--- src/rtl/hex_display_pkg.sv ---
// Shared constants for the hex display controller: register map, CTRL field
// positions and the all-dark segment pattern.
package hex_display_pkg;

    localparam logic [1:0] REG_DATA  = 2'd0;
    localparam logic [1:0] REG_CTRL  = 2'd1;
    localparam logic [1:0] REG_BLINK = 2'd2;
    localparam logic [1:0] REG_SHIFT = 2'd3;

    localparam int BLANK_LSB = 0;
    localparam int BLINK_LSB = 8;
    localparam int EN_BIT    = 31;

    localparam logic [6:0] SEG_BLANK = 7'h7F;

endpackage

--- src/rtl/hex_seg_decode.sv ---
// Nibble to active-low 7-segment pattern, bit order gfedcba.
module hex_seg_decode (
    input  logic [3:0] nibble_i,
    output logic [6:0] seg_o
);

    always_comb begin
        seg_o = 7'h7F;
        unique case (nibble_i)
            4'h0: seg_o = 7'b1000000;
            4'h1: seg_o = 7'b1111001;
            4'h2: seg_o = 7'b0100100;
            4'h3: seg_o = 7'b0110000;
            4'h4: seg_o = 7'b0011001;
            4'h5: seg_o = 7'b0010010;
            4'h6: seg_o = 7'b0000010;
            4'h7: seg_o = 7'b1111000;
            4'h8: seg_o = 7'b0000000;
            4'h9: seg_o = 7'b0010000;
            4'hA: seg_o = 7'b0001000;
            4'hB: seg_o = 7'b0000011;
            4'hC: seg_o = 7'b1000110;
            4'hD: seg_o = 7'b0100001;
            4'hE: seg_o = 7'b0000110;
            4'hF: seg_o = 7'b0001110;
        endcase
    end

endmodule

--- src/rtl/hex_display_ctrl.sv ---
// Avalon-MM register block driving NUM_DIGITS active-low 7-segment displays.
// Blink support (timer, BLINK_DIV register, blink mask) is built only when HEX_BLINK_EN is defined.
module hex_display_ctrl
    import hex_display_pkg::*;
#(
    parameter int          NUM_DIGITS    = 6,
    parameter logic [31:0] BLINK_DIV_RST = 32'd0
) (
    input  logic                    clk,
    input  logic                    reset,
    input  logic [1:0]              address,
    input  logic                    read,
    output logic [31:0]             readdata,
    input  logic                    write,
    input  logic [31:0]             writedata,
    output logic [7*NUM_DIGITS-1:0] hex_out
);

    localparam int DW = 4 * NUM_DIGITS;

    // Bus: no wait states. A write commits on the edge where write=1; a read
    // captures the pre-write register value on the edge where read=1 and holds it.
    logic [DW-1:0]           data_q, data_d;
    logic [NUM_DIGITS-1:0]   blank_q, blank_d;
    logic                    en_q, en_d;
    logic [31:0]             readdata_q, rd_mux;
    logic [7*NUM_DIGITS-1:0] hex_q, hex_d, seg_dec;
    logic                    phase;
    logic [NUM_DIGITS-1:0]   blink_mask;
    logic [31:0]             div_rd;
    logic                    unused_ok;

    assign unused_ok = ^{writedata, BLINK_DIV_RST};

    always_comb begin
        data_d  = data_q;
        blank_d = blank_q;
        en_d    = en_q;
        if (write) begin
            case (address)
                REG_DATA:  data_d = writedata[DW-1:0];
                REG_CTRL: begin
                    blank_d = writedata[BLANK_LSB +: NUM_DIGITS];
                    en_d    = writedata[EN_BIT];
                end
                REG_SHIFT: data_d = DW'({data_q, writedata[3:0]});
                default: ;
            endcase
        end
    end

`ifdef HEX_BLINK_EN
    logic [31:0]           div_q, div_d, cnt_q, cnt_d;
    logic                  phase_q, phase_d;
    logic [NUM_DIGITS-1:0] blink_q, blink_d;

    always_comb begin
        div_d   = div_q;
        cnt_d   = cnt_q;
        phase_d = phase_q;
        blink_d = blink_q;
        if (write && address == REG_CTRL) begin
            blink_d = writedata[BLINK_LSB +: NUM_DIGITS];
        end
        // A BLINK_DIV write restarts the blink in the lit phase.
        if (write && address == REG_BLINK) begin
            div_d   = writedata;
            cnt_d   = '0;
            phase_d = 1'b0;
        end else if (div_q == '0) begin
            cnt_d   = '0;
            phase_d = 1'b0;
        end else if (cnt_q >= div_q - 32'd1) begin
            cnt_d   = '0;
            phase_d = ~phase_q;
        end else begin
            cnt_d = cnt_q + 32'd1;
        end
    end

    always_ff @(posedge clk or posedge reset) begin
        if (reset) begin
            div_q   <= BLINK_DIV_RST;
            cnt_q   <= '0;
            phase_q <= 1'b0;
            blink_q <= '0;
        end else begin
            div_q   <= div_d;
            cnt_q   <= cnt_d;
            phase_q <= phase_d;
            blink_q <= blink_d;
        end
    end

    assign phase      = phase_q;
    assign blink_mask = blink_q;
    assign div_rd     = div_q;
`else
    assign phase      = 1'b0;
    assign blink_mask = '0;
    assign div_rd     = '0;
`endif

    always_comb begin
        rd_mux = '0;
        case (address)
            REG_DATA, REG_SHIFT: rd_mux[DW-1:0] = data_q;
            REG_CTRL: begin
                rd_mux[BLANK_LSB +: NUM_DIGITS] = blank_q;
                rd_mux[BLINK_LSB +: NUM_DIGITS] = blink_mask;
                rd_mux[EN_BIT]                  = en_q;
            end
            REG_BLINK: rd_mux = div_rd;
            default: ;
        endcase
    end

    for (genvar d = 0; d < NUM_DIGITS; d++) begin : g_digit
        hex_seg_decode u_dec (
            .nibble_i (data_q[4*d +: 4]),
            .seg_o    (seg_dec[7*d +: 7])
        );
        assign hex_d[7*d +: 7] = (!en_q || blank_q[d] || (blink_mask[d] && phase))
                                 ? SEG_BLANK : seg_dec[7*d +: 7];
    end

    always_ff @(posedge clk or posedge reset) begin
        if (reset) begin
            data_q     <= '0;
            blank_q    <= '0;
            en_q       <= 1'b0;
            readdata_q <= '0;
            hex_q      <= '1;
        end else begin
            data_q  <= data_d;
            blank_q <= blank_d;
            en_q    <= en_d;
            hex_q   <= hex_d;
            if (read) begin
                readdata_q <= rd_mux;
            end
        end
    end

    assign readdata = readdata_q;
    assign hex_out  = hex_q;

endmodule

--- config.mk ---
export PLATFORM = sky130hd
export DESIGN_NAME = hex_display_ctrl
export DESIGN_NICKNAME = d
export VERILOG_FILES = /design/src/rtl/hex_display_pkg.sv /design/src/rtl/hex_seg_decode.sv /design/src/rtl/hex_display_ctrl.sv
export SDC_FILE = /design/constraint.sdc
export NUM_CORES = 1
export LEC_CHECK = 0
export CAP_MARGIN = 5
export CELL_PAD_IN_SITES_DETAIL_PLACEMENT = 0
export CELL_PAD_IN_SITES_GLOBAL_PLACEMENT = 2
export CORE_ASPECT_RATIO = 0.9
export CORE_MARGIN = 5
export CORE_UTILIZATION = 35
export DETAILED_ROUTE_END_ITERATION = 16
export HOLD_SLACK_MARGIN = 0.1
export MAX_ROUTING_LAYER = met4
export PLACE_DENSITY_LB_ADDON = 0.1
export SLEW_MARGIN = 20
export SYNTH_ARGS = -nofsm -noshare
export SYNTH_HDL_FRONTEND = slang
export SYNTH_SLANG_ARGS = --single-unit
--- constraint.sdc ---
create_clock -name clk -period 6.96 [get_ports clk]
set_input_delay 2.088 -clock clk [delete_from_list [all_inputs] [get_ports clk]]
set_output_delay 2.088 -clock clk [all_outputs]
set_load 0.02 [all_outputs]
==> results.toml, run 1 <==
[clocking]
number_of_h_tree_levels = 3
post_cts_resize_count = 0
total_clock_buffers_created_by_cts = 9
clockRootBuffer = "sky130_fd_sc_hd__clkbuf_16"
cts_tree = "done"
clkSinkCount = 98
maximum_buffer_depth_of_the_clock_tree = 2
clkSlewWorstSetupHoldPaths_ns = 0.06
clock_insertion_delay_worst_skew_ns = 0.35
cts.repair_timing.setup_buffer_count = 0
post_cts_hold_buffer_count = 0

[floorplanning]
die_h_um = 127
io-pin-count = 112
rows = 42
floorplan.core_area_um2 = 14800
initial_utilization_pct = 35.8
floorplan.die_area_um2 = 17700
chipWidth_um = 140

[sta]
rsz0062_at_grt = "no"
postLayoutSetupSlackWorst_ns = 2.44
min_period_over_period_pct = 65.0
finalHoldViolCount = 0
timing_worst_slew_pin_value_ns = 0.843
slew_viol_final = 0
skew_ns = 0.00609
fmax_ghz = 0.221
post-route-min-period_ns = 4.52
setup-tns-final_ns = 0
setup_viol = 0
maxSlewHeadroom_pct = 43.8

[critical_path]
critPathArrivalTime_ns = 4.80
critPathRequiredTime_ns = 7.24
start_kind = "input pin"
criticalPathCategory = "input pin to register"
critical_path_peak_fanout = 24
crit_path_end_kind = "register"

[global_routing]
pin_count_of_the_biggest_net_entering_global_routing = 53
grt_busiest_layer = "met2"
use_met2_pct = 23.6
overflow = 0
grt_pass1_wl_um = 21300
met3_track_demand_over_resource_in_global_routing_pct = 4.29
grt_antenna_before_repair = 0
grt_pass1_vias = 3826
grt_use_met1_pct = 21.1
grt_util_all_layers_pct = 15.7

[route]
drt-initial-drc-count = 182
detail_route.vias_per_cell = 4.77
wirelength_um = 13200
wl_per_cell_um = 16.5
num_vias = 3824
dr.pass1.iters = 4
post-route-drc-count = 0
detail-route-antenna-nets = 0

[synth]
syn-cell-area_um2 = 5310
synth_seq_cells = 98
synthDistinctLibCells = 35
synthesis.instances = 524
yosysSeqAreaShare_pct = 47.2
yosys_warnings = 0
avgSynthCellArea_um2 = 10.1

[pwr]
power-per-cell-area_nw_per_um2 = 299
combinationalPowerShare_pct = 32.4
seq_power_share_pct = 43.7
p_sw_share_pct = 35.0
clock_power_share_pct = 23.9
intPower_uw = 1290
static-leakage-power_uw = 0.00283
vdd.ir_drop.worst_mv = 0.149
net-switching-power_uw = 692

[finish]
diodes = 0
num-nets-final = 680
area.growth.synth_to_final_pct = 24.7
layout.cells.most_common = "sky130_fd_sc_hd__clkdlybuf4s50_1"
top_library_cells_by_usage_in_the_layout_fill_and_taps_aside = "97 x sky130_fd_sc_hd__clkdlybuf4s50_1, 56 x sky130_fd_sc_hd__dfrtp_1, 44 x sky130_fd_sc_hd__ha_1"
drive_gt1_share_pct = 11.9
layout.cell_area.non_filler_um2 = 6620
finish.cell_count_without_fillers = 801

[placement]
post-place-cells = 785
post_dp_cell_area_um2 = 6340
hpwl_um = 9130
dp_slack_ns = 2.02
finalWeightedCongestion = 0.816
portBuffers = 97

[worst_hold_path]
min-delay-path-class = "register to register"

[job]
drv.max_cap_violation_count = 0

[outcome]
status = "complete, no violations"
-- worst max-delay path: stages --
cell,delay (ns)
sky130_fd_sc_hd__clkdlybuf4s50_1,0.51
sky130_fd_sc_hd__inv_1,0.05
sky130_fd_sc_hd__ha_1,0.76
sky130_fd_sc_hd__and2_1,0.79
sky130_fd_sc_hd__buf_4,0.38
sky130_fd_sc_hd__nor2_1,0.07
sky130_fd_sc_hd__a21oi_1,0.13
-- registers in the layout, indices dropped and copies added (netlist names) --
name and count:
en_q 1, blank_q 6, data_q 24, readdata 25, hex_out 42
-- power by group through the flow --
stage               combinational [uW]  sequential, uW  clock [uW]
finish                             640             865         473
global route                       706             890         517
CTS                                647             868         497
detailed placement                 643             877           0
global placement                   642             873           0
floorplan                          363             897           0
-- Yosys cell counts --
master                      count  area share, %
sky130_fd_sc_hd__a21oi_1       31            2.9
sky130_fd_sc_hd__dfstp_2       42             21
sky130_fd_sc_hd__conb_1         1          0.071
sky130_fd_sc_hd__nor2_1        38            2.7
sky130_fd_sc_hd__o31ai_1        1           0.14
sky130_fd_sc_hd__a21boi_0       2           0.28
sky130_fd_sc_hd__and3_1         1           0.12
sky130_fd_sc_hd__o311ai_0       2           0.33
sky130_fd_sc_hd__o21ai_0       42            4.0
sky130_fd_sc_hd__o31a_1         6           0.99
sky130_fd_sc_hd__mux2_2        13            2.8
sky130_fd_sc_hd__a221o_1        1           0.19
sky130_fd_sc_hd__or2b_1         1           0.14
sky130_fd_sc_hd__a31oi_1       12            1.4
sky130_fd_sc_hd__and2b_1        2           0.28
sky130_fd_sc_hd__nor3_1         1          0.094
sky130_fd_sc_hd__a2111oi_0      4           0.66
sky130_fd_sc_hd__and2_1         4           0.47
sky130_fd_sc_hd__nand3_1       22            2.1
sky130_fd_sc_hd__nand3b_1       6           0.85
sky130_fd_sc_hd__ha_1          44             10
sky130_fd_sc_hd__a32oi_1        1           0.17
sky130_fd_sc_hd__mux2i_1       37            7.0
sky130_fd_sc_hd__clkbuf_1      11           0.78
sky130_fd_sc_hd__inv_1         40            2.8
sky130_fd_sc_hd__nand2_1       29            2.1
sky130_fd_sc_hd__buf_2         23            2.2
sky130_fd_sc_hd__dfrtp_1       56             26
sky130_fd_sc_hd__a22oi_1        3           0.42
sky130_fd_sc_hd__o211ai_1      19            2.7
sky130_fd_sc_hd__buf_6          1           0.21
sky130_fd_sc_hd__nor2b_1        9            1.1
sky130_fd_sc_hd__mux2_4         1           0.28
sky130_fd_sc_hd__nand2b_1       9            1.1
sky130_fd_sc_hd__buf_4          9            1.3
-- metal layers --
layer | vias up | routed length [um]
met3 | 15 | 514
met5 | - | 0
met2 | 78 | 5980
met4 | 0 | 163
met1 | 1814 | 6580
li1 | 1917 | -
-- cell families (layout without fill, tap and decap cells) --
group	count (synthesis)	after routing	synth area share [%]
compound gates	124	124	14.2
fa+ha+maj	44	44	10.4
buf+inv	84	157	7.26
flops	98	98	47.2
mux	51	51	10.0
other cells	1	7	0.0707
simple gates	122	122	10.9
-- final cells by class --
| class | instances | area [um^2] |
|---|---|---|
| Multi-Input combinational cell | 348 | 2440 |
| Inverter | 40 | 153 |
| Clock buffer | 16 | 272 |
| Sequential cell | 98 | 2500 |
| Tap cell | 198 | 248 |
| Timing Repair Buffer | 101 | 1000 |
| Fill cell | 1434 | 8200 |
-- worst paths after layout --
| kind | start | endpoint | slack [ns] | depth (start not counted) |
|---|---|---|---|---|
| max in group asynchronous | reset | readdata[9] | 3.68 | 3 |
| hold / removal | readdata[17] | readdata[17] | 0.53 | 2 |
| hold reg to reg | readdata[17] | readdata[17] | 0.53 | 2 |
| setup / recovery | address[1] | data_q[11] | 2.44 | 7 |
| setup reg to reg | en_q | hex_out[18] | 5.35 | 3 |
| min in group asynchronous | reset | readdata[10] | 2.19 | 2 |
-- metrics by stage --
stage | hold slack, ns | power (uW) | utilization (%)
after floorplan | 0.503 | 1260 | -
final | 0.526 | 1980 | 44.6
after global placement | 0.511 | 1520 | 42.8
after global routing | 0.546 | 2110 | 44.6
after CTS | 0.527 | 2010 | 44.6
after detailed placement | 0.517 | 1520 | 42.8
Note: power is estimated with default switching activity, not from simulation.
==> run 2, diff against run 1 <==
--- a/config.mk
+++ b/config.mk
@@ -10,7 +10,7 @@
 export CELL_PAD_IN_SITES_GLOBAL_PLACEMENT = 2
 export CORE_ASPECT_RATIO = 0.9
 export CORE_MARGIN = 5
-export CORE_UTILIZATION = 35
+export CORE_UTILIZATION = 32
 export DETAILED_ROUTE_END_ITERATION = 16
 export HOLD_SLACK_MARGIN = 0.1
 export MAX_ROUTING_LAYER = met4
==> constraint.sdc (replaced) <==
create_clock -name clk -period 4.7 [get_ports clk]
set_input_delay 1.41 -clock clk [delete_from_list [all_inputs] [get_ports clk]]
set_output_delay 1.41 -clock clk [all_outputs]
set_load 0.02 [all_outputs]
==> run 2 against run 1 <==
Against the previous run: hold slack worse by 0.0064 ns; via count rose by 0.39%; final area grew 1.4%; sequential share of layout area fell by 0.53 points; utilization decreased by 3.2 points; critical path depth unchanged; die area is 8.7% higher; first-iteration DRC count shrank 8.2%; power is 54% higher; critical path type unchanged; largest cell class unchanged; largest power group unchanged.
==> results.toml, run 2 (same netlist as run 1, synthesis figures left out) <==
[clocking]
number_of_h_tree_levels = 3
clock_insertion_delay_worst_skew_ns = 0.35
post_cts_hold_buffer_count = 0
cts_tree = "done"
total_clock_buffers_created_by_cts = 9
post_cts_resize_count = 0
clkSinkCount = 98
clockRootBuffer = "sky130_fd_sc_hd__clkbuf_16"
clkSlewWorstSetupHoldPaths_ns = 0.06
maximum_buffer_depth_of_the_clock_tree = 2
cts.repair_timing.setup_buffer_count = 0

[route]
drt-initial-drc-count = 167
post-route-drc-count = 0
dr.pass1.iters = 4
detail_route.vias_per_cell = 4.73
wirelength_um = 13100
wl_per_cell_um = 16.1
detail-route-antenna-nets = 0
num_vias = 3839

[sta]
fmax_ghz = 0.328
slew_viol_final = 0
skew_ns = 0.00575
setup_viol = 0
maxSlewHeadroom_pct = 47.0
setup-tns-final_ns = 0
finalHoldViolCount = 0
rsz0062_at_grt = "no"
min_period_over_period_pct = 64.8
post-route-min-period_ns = 3.05
timing_worst_slew_pin_value_ns = 0.795

[finish]
register_area_um2 = 2500
drive_gt1_share_pct = 12.6
area.growth.synth_to_final_pct = 26.5
layout.cells.most_common = "sky130_fd_sc_hd__clkdlybuf4s50_1"
largest_register_ffs = 42
top_library_cells_by_usage_in_the_layout_fill_and_taps_aside = "97 x sky130_fd_sc_hd__clkdlybuf4s50_1, 56 x sky130_fd_sc_hd__dfrtp_1, 44 x sky130_fd_sc_hd__ha_1"
num-nets-final = 682
diodes = 0
layout.filler_cells = 1628
multi_input_comb_area_um2 = 2440

[floorplanning]
chipWidth_um = 146
floorplan.die_area_um2 = 19300
initial_utilization_pct = 32.8
io-pin-count = 112
rows = 44
die_h_um = 132
floorplan.core_area_um2 = 16200

[global_routing]
grt_busiest_layer = "met2"
grt_use_met1_pct = 19.6
grt_pass1_vias = 3957
grt_antenna_before_repair = 0
use_met2_pct = 20.6
overflow = 0
met3_track_demand_over_resource_in_global_routing_pct = 4.74
grt_pass1_wl_um = 21800
pin_count_of_the_biggest_net_entering_global_routing = 82
grt_util_all_layers_pct = 14.2

[critical_path]
critPathArrivalTime_ns = 3.32
crit_path_end_kind = "register"
r2r_end = "hex_out[3]"
critPathRequiredTime_ns = 4.97
critPathMaxStageDelay_ns = 0.64
cpLargestDelayFamily = "buffers and inverters"
r2r.worst_path.cells = 5
worst_path_buf_inv = 3
regToRegSetupSlack_ns = 3.00
critical_path_peak_fanout = 28
start_kind = "input pin"
reg2reg_from = "data_q[1]"
criticalPathCategory = "input pin to register"
critical_path.cell_chain = "clkdlybuf4s50_1 > inv_1 > ha_1 > and2_1 > buf_12 > nor2_1 > a21oi_1"
cp_slowest_cell = "sky130_fd_sc_hd__and2_1"

[worst_hold_path]
holdPathEnd = "readdata[10]"
min-delay-path-class = "register to register"
min_path_cells = 2
hold_path.startpoint = "readdata[10]"

[outcome]
status = "complete, no violations"

[pwr]
post-layout-total-power_uw = 3040
vdd.ir_drop.worst_mv = 0.253
static-leakage-power_uw = 0.00287
power-per-cell-area_nw_per_um2 = 453

[placement]
portBuffers = 97
hpwl_um = 9030
finalWeightedCongestion = 0.787

[job]
drv.max_cap_violation_count = 0
run 2: changes by cell type in the layout (fill, tap and decap cells not counted):
cell / delta
sky130_fd_sc_hd__buf_12: +1
sky130_fd_sc_hd__inv_6: +1
sky130_fd_sc_hd__buf_4: +1
sky130_fd_sc_hd__clkbuf_1: -2
sky130_fd_sc_hd__bufinv_16: +2
sky130_fd_sc_hd__inv_4: -1
run 2: per-stage QoR:
| step | std cells | setup WS [ns] | hold slack, ns | instance area [um^2] | utilization (%) |
|---|---|---|---|---|---|
| 6_report | 812 | 1.65 | 0.519 | 6710 | 41.5 |
| 5_1_grt | 812 | 1.49 | 0.557 | 6710 | 41.5 |
| 4_1_cts | 812 | 1.62 | 0.527 | 6710 | 41.4 |
| 3_5_place_dp | 796 | 1.26 | 0.514 | 6380 | 39.4 |
| 3_3_place_gp | 796 | 1.29 | 0.509 | 6380 | 39.4 |
| 2_1_floorplan | 530 | 0.797 | 0.503 | 5330 | - |
run 2: worst max path at each step:
stage / startpoint / end / slack (ns) / depth (start not counted)
3_5_place_dp: address[1] / data_q[11] / 1.26 / 7
3_3_place_gp: address[1] / data_q[3] / 1.29 / 5
6_report: address[1] / data_q[11] / 1.65 / 7
2_1_floorplan: reset / blank_q[0] / 0.80 / 1
4_1_cts: address[1] / data_q[11] / 1.62 / 7
5_1_grt: address[1] / data_q[15] / 1.49 / 7
run 2: report_power, final:
part	switching (uW)	internal [uW]	leakage [uW]	total, uW
combinational	494	454	0.00161	947
clock	317	497	0.000157	814
sequential	214	1060	0.00111	1280
total	1030	2010	0.00287	3040
run 2: layout make-up:
class                   count  share of cell area [%]
inverters                  40                    2.31
flip-flops and latches     98                    37.3
clock buffers              14                    3.93
multi-input cells         348                    36.3
repair buffers            103                    15.3
well taps                 207                    3.86
clock inverters             2                   0.895
run 2: tightest hold or removal path: cells and delay by family (launching register included):
family          cells  cell delay, ns
buf+inv             1            0.05
flops               1            0.38
compound gates      1            0.06
run 2: layer usage:
metal / wire length, um / share of wire [%]
met1: 6410 / 49
met4: 124 / 0.95
met2: 5710 / 44
met5: 0 / 0
met3: 801 / 6.1
